## config.mk

```make
export PLATFORM = sky130hd
export DESIGN_NAME = glm_op_sequencer_flat
export DESIGN_NICKNAME = d
export VERILOG_FILES = /design/src/rtl/glm_op_sequencer_if.sv /design/src/rtl/glm_op_sequencer.sv /design/src/flat_wrapper.sv
export SDC_FILE = /design/constraint.sdc
export NUM_CORES = 2
export LEC_CHECK = 0
export ABC_AREA = 1
export CAP_MARGIN = 20
export CORE_AREA = 4 4 510 512
export CTS_CLUSTER_DIAMETER = 60
export DETAILED_ROUTE_END_ITERATION = 8
export DIE_AREA = 0 0 514 516
export SLEW_MARGIN = 20
export SYNTH_ARGS = -nofsm -noshare
export SYNTH_HDL_FRONTEND = slang
export SYNTH_SLANG_ARGS = --single-unit
```

## constraint.sdc

```tcl
create_clock -name clk -period 15.17 [get_ports clk]
set_input_delay 2.2755 -clock clk [delete_from_list [all_inputs] [get_ports clk]]
set_output_delay 2.2755 -clock clk [all_outputs]
set_load 0.1 [all_outputs]
```

## src/rtl/glm_op_sequencer_if.sv

```systemverilog
// Host/unit bundle for glm_op_sequencer: program load, run control,
// op dispatch (op_start/op_regs) and completion (op_done), status.
// master: host/unit side driving program, run and op_done.
// slave : the sequencer driving op_start, op_regs, busy, run_done, error.
interface glm_op_sequencer_if #(
    parameter int NUM_UNITS       = 4,
    parameter int LOG2_PROG_DEPTH = 4
);
    logic                       prog_we;
    logic [LOG2_PROG_DEPTH-1:0] prog_waddr;
    logic [130:0]               prog_wdata;
    logic                       run_start;
    logic [LOG2_PROG_DEPTH:0]   run_length;
    logic [NUM_UNITS-1:0]       op_start;
    logic [3:0][31:0]           op_regs;
    logic [NUM_UNITS-1:0]       op_done;
    logic                       busy;
    logic                       run_done;
    logic                       error;

    modport master (
        output prog_we, prog_waddr, prog_wdata,
        output run_start, run_length, op_done,
        input  op_start, op_regs, busy, run_done, error
    );

    modport slave (
        input  prog_we, prog_waddr, prog_wdata,
        input  run_start, run_length, op_done,
        output op_start, op_regs, busy, run_done, error
    );
endinterface

```

## src/rtl/glm_op_sequencer.sv

```systemverilog
// Program sequencer: runs a small instruction buffer, dispatching ops to
// NUM_UNITS units, with one-level LOOP, END and illegal-program detection.
// Ports: clk, reset (sync, active-high), sq (glm_op_sequencer_if.slave):
//   prog_we/prog_waddr/prog_wdata  program buffer write (IDLE only)
//   run_start/run_length           start a run of run_length entries
//   op_start/op_regs/op_done       unit dispatch and completion
//   busy/run_done/error            status
module glm_op_sequencer #(
    parameter int NUM_UNITS       = 4,
    parameter int LOG2_PROG_DEPTH = 4
) (
    input logic               clk,
    input logic               reset,
    glm_op_sequencer_if.slave sq
);
    localparam int AW    = LOG2_PROG_DEPTH;
    localparam int DEPTH = 1 << AW;

    localparam logic [AW:0] DEPTH_W = {1'b1, {AW{1'b0}}};
    localparam logic [3:0]  NU      = 4'(NUM_UNITS);

    localparam logic [2:0] S_IDLE  = 3'd0;
    localparam logic [2:0] S_FETCH = 3'd1;
    localparam logic [2:0] S_EXEC  = 3'd2;
    localparam logic [2:0] S_WAIT  = 3'd3;
    localparam logic [2:0] S_DONE  = 3'd4;

    localparam logic [2:0] OP_LOOP = 3'd4;
    localparam logic [2:0] OP_END  = 3'd5;

    logic [2:0]           state_q, state_d;
    logic [AW-1:0]        pc_q, pc_d;
    logic [AW:0]          len_q, len_d;
    logic                 loop_q, loop_d;
    logic [15:0]          rem_q, rem_d;
    logic                 err_q, err_d;
    logic [2:0]           op_q, op_d;
    logic [AW-1:0]        tgt_q, tgt_d;
    logic [15:0]          cnt_q, cnt_d;
    logic [NUM_UNITS-1:0] start_q, start_d;
    logic [NUM_UNITS-1:0] act_q, act_d;
    logic [3:0][31:0]     regs_q, regs_d;
    logic                 rdone_q, rdone_d;

    logic [130:0] mem_q [DEPTH];

    logic [130:0]         rd;
    logic [2:0]           rd_op;
    logic                 rd_unit;
    logic [NUM_UNITS-1:0] rd_hot;
    logic                 last_pc;
    logic                 x_loop;
    logic                 x_end;
    logic                 x_unit;
    logic [15:0]          eff_rem;
    logic                 done_hit;

    // Buffer is never reset; writes only land while idle.
    always_ff @(posedge clk) begin
        if (sq.prog_we && state_q == S_IDLE) begin
            mem_q[sq.prog_waddr] <= sq.prog_wdata;
        end
    end

    assign rd      = mem_q[pc_q];
    assign rd_op   = rd[130:128];
    assign rd_unit = (rd_op != OP_LOOP) && (rd_op != OP_END)
                   && ({1'b0, rd_op} < NU);
    assign rd_hot  = NUM_UNITS'(1) << rd_op;

    assign last_pc  = ({1'b0, pc_q} == (len_q - 1'b1));
    assign x_loop   = (op_q == OP_LOOP);
    assign x_end    = (op_q == OP_END);
    assign x_unit   = !x_loop && !x_end && ({1'b0, op_q} < NU);
    // First visit of a LOOP seeds the counter from the instruction.
    assign eff_rem  = loop_q ? rem_q : cnt_q;
    // act_q is only nonzero for the dispatched unit, so done pulses
    // from other units fall out of the mask.
    assign done_hit = |(sq.op_done & act_q);

    always_comb begin
        state_d = state_q;
        pc_d    = pc_q;
        len_d   = len_q;
        loop_d  = loop_q;
        rem_d   = rem_q;
        err_d   = err_q;
        op_d    = op_q;
        tgt_d   = tgt_q;
        cnt_d   = cnt_q;
        start_d = '0;
        act_d   = act_q;
        regs_d  = regs_q;
        rdone_d = 1'b0;
        case (state_q)
            S_IDLE: begin
                if (sq.run_start) begin
                    if (sq.run_length == '0 ||
                        sq.run_length > DEPTH_W) begin
                        err_d = 1'b1;
                    end else begin
                        pc_d    = '0;
                        len_d   = sq.run_length;
                        loop_d  = 1'b0;
                        err_d   = 1'b0;
                        state_d = S_FETCH;
                    end
                end
            end
            S_FETCH: begin
                op_d  = rd_op;
                tgt_d = rd[AW-1:0];
                cnt_d = rd[31:16];
                act_d = '0;
                // Dispatch is registered here so op_start and op_regs
                // are both valid exactly in the EXEC cycle.
                if (rd_unit) begin
                    start_d = rd_hot;
                    act_d   = rd_hot;
                    regs_d  = rd[127:0];
                end
                state_d = S_EXEC;
            end
            S_EXEC: begin
                unique case (1'b1)
                    x_loop: begin
                        if ({1'b0, tgt_q} >= len_q) begin
                            err_d   = 1'b1;
                            state_d = S_DONE;
                        end else if (eff_rem != 16'd0) begin
                            rem_d   = eff_rem - 16'd1;
                            loop_d  = 1'b1;
                            pc_d    = tgt_q;
                            state_d = S_FETCH;
                        end else begin
                            loop_d = 1'b0;
                            if (last_pc) begin
                                state_d = S_DONE;
                            end else begin
                                pc_d    = pc_q + 1'b1;
                                state_d = S_FETCH;
                            end
                        end
                    end
                    x_end: begin
                        state_d = S_DONE;
                    end
                    x_unit: begin
                        state_d = S_WAIT;
                    end
                    default: begin
                        err_d   = 1'b1;
                        state_d = S_DONE;
                    end
                endcase
            end
            S_WAIT: begin
                if (done_hit) begin
                    act_d = '0;
                    if (last_pc) begin
                        state_d = S_DONE;
                    end else begin
                        pc_d    = pc_q + 1'b1;
                        state_d = S_FETCH;
                    end
                end
            end
            S_DONE: begin
                rdone_d = 1'b1;
                state_d = S_IDLE;
            end
            default: begin
                state_d = S_IDLE;
            end
        endcase
    end

    always_ff @(posedge clk) begin
        if (reset) begin
            state_q <= S_IDLE;
            pc_q    <= '0;
            len_q   <= '0;
            loop_q  <= 1'b0;
            rem_q   <= '0;
            err_q   <= 1'b0;
            op_q    <= '0;
            tgt_q   <= '0;
            cnt_q   <= '0;
            start_q <= '0;
            act_q   <= '0;
            regs_q  <= '0;
            rdone_q <= 1'b0;
        end else begin
            state_q <= state_d;
            pc_q    <= pc_d;
            len_q   <= len_d;
            loop_q  <= loop_d;
            rem_q   <= rem_d;
            err_q   <= err_d;
            op_q    <= op_d;
            tgt_q   <= tgt_d;
            cnt_q   <= cnt_d;
            start_q <= start_d;
            act_q   <= act_d;
            regs_q  <= regs_d;
            rdone_q <= rdone_d;
        end
    end

    assign sq.op_start = start_q;
    assign sq.op_regs  = regs_q;
    assign sq.busy     = (state_q != S_IDLE);
    assign sq.run_done = rdone_q;
    assign sq.error    = err_q;
endmodule

```

## src/flat_wrapper.sv

```systemverilog
// flat-port wrapper written by rule: the top's interface ports become plain ports
module glm_op_sequencer_flat 
#(
    parameter int NUM_UNITS       = 4,
    parameter int LOG2_PROG_DEPTH = 4
)
  (clk, reset, sq_prog_we, sq_prog_waddr, sq_prog_wdata, sq_run_start, sq_run_length, sq_op_done, sq_op_start, sq_op_regs, sq_busy, sq_run_done, sq_error);
  glm_op_sequencer_if #(.NUM_UNITS(NUM_UNITS), .LOG2_PROG_DEPTH(LOG2_PROG_DEPTH)) sq_i ();
  input logic clk;
  input logic reset;
  input wire logic [$bits(sq_i.prog_we)-1:0] sq_prog_we;
  input wire logic [$bits(sq_i.prog_waddr)-1:0] sq_prog_waddr;
  input wire logic [$bits(sq_i.prog_wdata)-1:0] sq_prog_wdata;
  input wire logic [$bits(sq_i.run_start)-1:0] sq_run_start;
  input wire logic [$bits(sq_i.run_length)-1:0] sq_run_length;
  input wire logic [$bits(sq_i.op_done)-1:0] sq_op_done;
  output wire logic [$bits(sq_i.op_start)-1:0] sq_op_start;
  output wire logic [$bits(sq_i.op_regs)-1:0] sq_op_regs;
  output wire logic [$bits(sq_i.busy)-1:0] sq_busy;
  output wire logic [$bits(sq_i.run_done)-1:0] sq_run_done;
  output wire logic [$bits(sq_i.error)-1:0] sq_error;
  assign sq_i.prog_we = sq_prog_we;
  assign sq_i.prog_waddr = sq_prog_waddr;
  assign sq_i.prog_wdata = sq_prog_wdata;
  assign sq_i.run_start = sq_run_start;
  assign sq_i.run_length = sq_run_length;
  assign sq_i.op_done = sq_op_done;
  assign sq_op_start = sq_i.op_start;
  assign sq_op_regs = sq_i.op_regs;
  assign sq_busy = sq_i.busy;
  assign sq_run_done = sq_i.run_done;
  assign sq_error = sq_i.error;
  glm_op_sequencer #(.NUM_UNITS(NUM_UNITS), .LOG2_PROG_DEPTH(LOG2_PROG_DEPTH)) u_core (.clk(clk), .reset(reset), .sq(sq_i));
endmodule
```

Word-level counts from Yosys, hierarchy flattened

Memories as Yosys holds them, arrays and structs flattened. A register that Yosys moved wholly into a read port is not among the register bits.
Cells that the tools add are included.

Flip-flop bits (word level): 190
Bits in writable memories: 2096
Logic and storage cells: 107
Memories kept: 1

$add $sub $neg: 3
Magnitude comparators: 4
Equality and inequality tests: 16
Shift operators: 1
Multiplexer cells: 36
Bitwise gates (word level): 4
Reduce and logical (&&, ||, !) cells: 26

Memories:

| memory       | depth | bits a word | read ports | clocked after Yosys merged registers in | write ports | line                   | source |
|---|---|---|---|---|---|---|---|
| u_core.mem_q | 16    | 131         | 1          | 1                                       | 1           | glm_op_sequencer.sv:45 | `logic [130:0] mem_q [DEPTH];` |

Operators with widths:

| operator                                                             | number |
|---|---|
| 4-bit 2-to-1 mux                                                     | 11 |
| 3-bit 2-to-1 mux                                                     | 6 |
| 16-bit 2-to-1 mux                                                    | 1 |
| 16-bit nonzero test                                                  | 1 |
| 16-bit by 1-bit subtractor with 16-bit output, second input constant | 1 |
| 3-bit one-hot mux with 4 select lines                                | 1 |
| 4-bit one-hot mux with 3 select lines                                | 1 |
| 1-bit 2-to-1 mux                                                     | 11 |
| 3-bit == test, second input constant                                 | 3 |
| 3-bit inequality test, second input constant                         | 3 |
| 2-bit inequality test, second input constant                         | 4 |
| 4-bit one-hot mux with 2 select lines                                | 1 |
| 4-bit AND reduction                                                  | 2 |
| 3-bit by 2-bit == test with 1-bit output, second input constant      | 2 |
| 3-bit less-than comparator, second input constant                    | 2 |
| 1-bit one-hot mux with 2 select lines                                | 3 |
| 3-bit one-hot mux with 2 select lines                                | 1 |
| 3-bit AND reduction                                                  | 2 |
| 6-bit AND reduction                                                  | 1 |
| 3-bit nonzero test                                                   | 2 |
| 4-bit by 5-bit == test with 1-bit output                             | 1 |
| 4-bit by 5-bit >= comparator with 1-bit output                       | 1 |
| 5-bit > comparator, second input constant                            | 1 |
| 1-bit logical AND                                                    | 5 |
| 16 further kinds                                                     | 23 |

Longest topological paths before layout

Word-level depth: 9
Mapped depth: 17

Worst setup path before layout

OpenSTA, ideal clock, no wires.

Kind: input -> register
Start: input sq_prog_we
End: memory u_core.mem_q[10][0] (enable)
Setup time: 0.623 ns
Arrival time: 8.133 ns
Data required time: 14.547 ns
Setup slack: 6.413 ns
Stages: 4
Cells stage by stage: inv_1 > nor2_1 > nand3_1 > nor2_1

Word-level cells in the longest chain between the ends: 3

Ends and longest elaborated chain:

| item                                   | line                   | source |
|---|---|---|
| from (decl)                            | flat_wrapper.sv:11     | `input wire logic [$bits(sq_i.prog_we)-1:0] sq_prog_we;` |
| 1-bit logical AND                      | glm_op_sequencer.sv:60 | `if (sq.prog_we && state_q == S_IDLE) begin` |
| 1-bit 2-to-1 mux                       | glm_op_sequencer.sv:60 |  |
| 1-bit 2-to-1 mux (implied by the code) | glm_op_sequencer.sv:61 | `mem_q[sq.prog_waddr] <= sq.prog_wdata;` |
| to (decl)                              | glm_op_sequencer.sv:45 |  |

No other way between the ends.

Worst setup path in the final report

Start: input sq_prog_we
End: memory u_core.mem_q[6][107] (enable)

Same word-level chain as after synthesis.

==> impl_metrics.csv <==
group,metric,value,unit
sta,min_period_over_period,39.18,%
sta,slew_violations,0,
finish,area_growth,15.19,%
power,p_per_area,190.4,nW/µm²
worst_setup_path,critPathRequiredTime,15.59,ns
synth,avgSynthCellArea,12.78,µm²
routing,viasPerCell,5.387,
clock_network,clock-sinks,2290,
synth,yosysSeqAreaShare,75.10,%
clock_network,cts_tree,"built",
routing,routed_wl,252800,µm
finish,seqCellArea,66840,µm²
routing,dr.first_iter.drc_count,5836,
routing,wire_per_inst,23.66,µm
place,place_area,94740,µm²
grt,grt_usage,18.45,%
worst_setup_path,cpMaxStageDelayCell,"nor2_4",
routing,dr.pass1.iters,6,
sta,period_needed,5.943,ns
floorplanning,fp.dieH,516,µm
place,place_hpwl,132600,µm
clock_network,clkTransAtPathRegs,0.06,ns
finish,layout.cells.non_filler,10681,
sta,max_freq,0.1683,GHz
sta,layout_setup_ws,9.227,ns
min_path,hold_path_class,"reg2reg",
sta,tns,0,ns
synth,netlist_area,88980,µm²
grt,grt_max_degree,219,
min_path,holdCritStartpoint,"u_core.sq.op_regs[31]$_SDFFE_PP0P_",
power,p_leak,33.32,nW
worst_setup_path,path_class,"in2reg",
clock_network,htreeDepth,4,
finish,drive_above_1_share,6.933,%
finish,fill_cells,23484,
synth,yosysWarnings,0,
synth,synth-seq-cells,2290,
grt,grt_remaining_overflow,0,
worst_setup_path,critPathArrivalTime,6.36,ns
outcome,status,"completed",
sta,finalHoldViolations,0,
power,peakVddDrop,0.0001536,V
worst_setup_path,cp_num_buf_inv,4,
clock_network,cts_buffers,228,
worst_setup_path,critPathMaxFanout,49,
flow_run,cap_violations,0,
finish,multi_input_area,19670,µm²
worst_setup_path,endpoint_kind,"flop",
grt,grt_pass1_vias,55415,
floorplanning,die_x,514,µm
sta,rsz0062_at_grt,"false",
routing,drc,0,
worst_setup_path,path_cells,"clkdlybuf4s50_1, inv_1, nor2_1, nand3_1, nor2_4, buf_4, buf_4",
floorplanning,ioPinCount,283,
routing,vias,57540,
routing,antenna_left,0,
clock_network,clk_path_buf_depth,3,
grt,grt_pass1_wl,372800,µm
finish,fin_nets,7237,
floorplanning,dieArea,265200,µm²
worst_setup_path,crit_path_frequent_cell,"buf_4",
sta,relSlewSlack,10.63,%
floorplanning,core_area,255800,µm²
sta,worst_hold_slack,0.4638,ns
sta,skew,0.1106,ns
synth,synthesis.nets,7121,
sta,setup_viol,0,
finish,postLayoutCoreUtil,40.08,%
synth,synth_cell_types,38,
floorplanning,num_rows,186,
worst_setup_path,critical_path.startpoint,"sq_prog_we",
worst_setup_path,cp_top_family,"buffers and inverters",
floorplanning,start_util,34.79,%
place,pre_cts_ws,8.361,ns
synth,syn_inst,6965,
clock_network,ctsHoldBuffers,0,
place,gp_congestion,0.8031,
finish,fin_area,102500,µm²
clock_network,post_cts_resize_count,0,
clock_network,cts_root_buf,"clkbuf_16",
clock_network,clock_latency,0.91,ns
grt,antenna_found_initial,43,
sta,tightest_slew,1.341,ns
worst_setup_path,startpoint_type,"primary input",
place,placed_cells,10234,
worst_setup_path,worst_path_largest_cell_delay,0.87,ns
power,power,19.52,mW
clock_network,post_cts.repair.setup_buffers,0,
place,port_buffers,282,
-- worst min-delay path: cells and delay by family (launching register included) --
family / cells / cell delay (ns)
compound gates: 1 / 0.05
flops: 1 / 0.31
simple gates: 1 / 0.06
-- path summary, 6_finish.rpt --
| check | end | slack (ns) | cells past startpoint |
|---|---|---|---|
| setup reg to reg | u_core.sq.op_regs[101]$_SDFFE_PP0P_ | 9.25 | 12 |
| hold / removal | u_core.sq.op_regs[31]$_SDFFE_PP0P_ | 0.46 | 2 |
| setup / recovery | u_core.mem_q[6][107]$_DFFE_PP_ | 9.23 | 7 |
| hold reg to reg | u_core.sq.op_regs[31]$_SDFFE_PP0P_ | 0.46 | 2 |
-- flip-flops by register name (all words and copies together), names as in the netlist, named ones only --
| register | count |
|---|---|
| u_core.mem_q | 2096 |
| u_core.pc_q | 4 |
| u_core.rem_q | 16 |
| u_core.sq.run_done | 1 |
| u_core.state_q | 3 |
| u_core.len_q | 5 |
| u_core.tgt_q | 4 |
| u_core.act_q | 4 |
| u_core.op_q | 3 |
| u_core.sq.op_regs | 128 |
| u_core.cnt_q | 16 |
| u_core.sq.op_start | 4 |
| u_core.sq.error | 1 |
| u_core.loop_q | 1 |
-- report_power, final --
part	internal [mW]	leakage, nW	switching, mW
logic	1.58	9.08	4.78
registers	7.22	20.5	0.237
clock network	3.22	3.76	2.48
total	12.0	33.3	7.49
-- kinds of logic (layout without fill, tap and decap cells) --
logic type | Yosys count | count (layout) | synth area share [%]
buf+inv | 586 | 905 | 2.949
compound gates | 2012 | 2012 | 12.75
xor+xnor | 17 | 17 | 0.1673
simple gates | 2052 | 2052 | 8.926
other cells | 0 | 13 | 0
flops | 2290 | 2290 | 75.10
fa+ha+maj | 8 | 8 | 0.1125
-- synthesized netlist by cell type, drive strengths merged --
| cell type | number | area, µm² |
|---|---|---|
| edfxtp | 2096 | 62940 |
| nor2 | 1605 | 6052 |
| o21ai | 1360 | 6840 |
| o22ai | 373 | 2333 |
| nand2 | 321 | 1222 |
| clkbuf | 283 | 1070 |
| buf | 206 | 1190 |
| dfxtp | 194 | 3884 |
| o221ai | 133 | 1165 |
| nand3 | 110 | 560.5 |
| o211ai | 104 | 780.8 |
| inv | 93 | 349.1 |
| a21oi | 33 | 165.2 |
| xor2 | 15 | 131.4 |
| ha | 8 | 100.1 |
| a31oi | 7 | 43.79 |
| nand4 | 7 | 43.79 |
| nor3 | 7 | 50.05 |
| clkinv | 4 | 15.01 |
| o21a | 2 | 15.01 |
| xnor2 | 2 | 17.52 |
| and2 | 1 | 7.510 |
| nor4 | 1 | 6.260 |
-- cell usage in the layout (no fill, tap or decap), types with 56 or more instances in the layout --
cell type / synthesis / layout
dfxtp_1: 194 / 190
clkdlybuf4s50_1: 0 / 279
nand2_1: 316 / 316
clkbuf_1: 277 / 56
buf_4: 37 / 85
o21ai_1: 235 / 235
nor2_1: 1596 / 1580
o21ai_0: 1118 / 1118
o22ai_1: 373 / 373
nand3_1: 108 / 108
o211ai_1: 104 / 104
clkbuf_16: 0 / 230
o221ai_1: 133 / 133
edfxtp_1: 2096 / 2096
inv_1: 83 / 83
-- layer usage --
layer  vias up  share of wire (%)  GRT usage [%]
met1     29173                 44          26.23
met3       384                6.6          2.920
met2      2057                 47          29.73
met4        14                2.2          4.506
met5         -              0.036              0
li1      25912                  -              -
-- area by class of cell --
cell class / instances / share of cell area (%)
Timing Repair Buffer: 375 / 3.537
Antenna cell: 13 / 0.03174
Clock inverter: 124 / 1.401
Clock buffer: 309 / 6.111
Sequential cell: 2290 / 65.21
Multi-Input combinational cell: 4089 / 19.19
Inverter: 97 / 0.3869
Tap cell: 3384 / 4.131
Power figures use the tool's default switching activity.
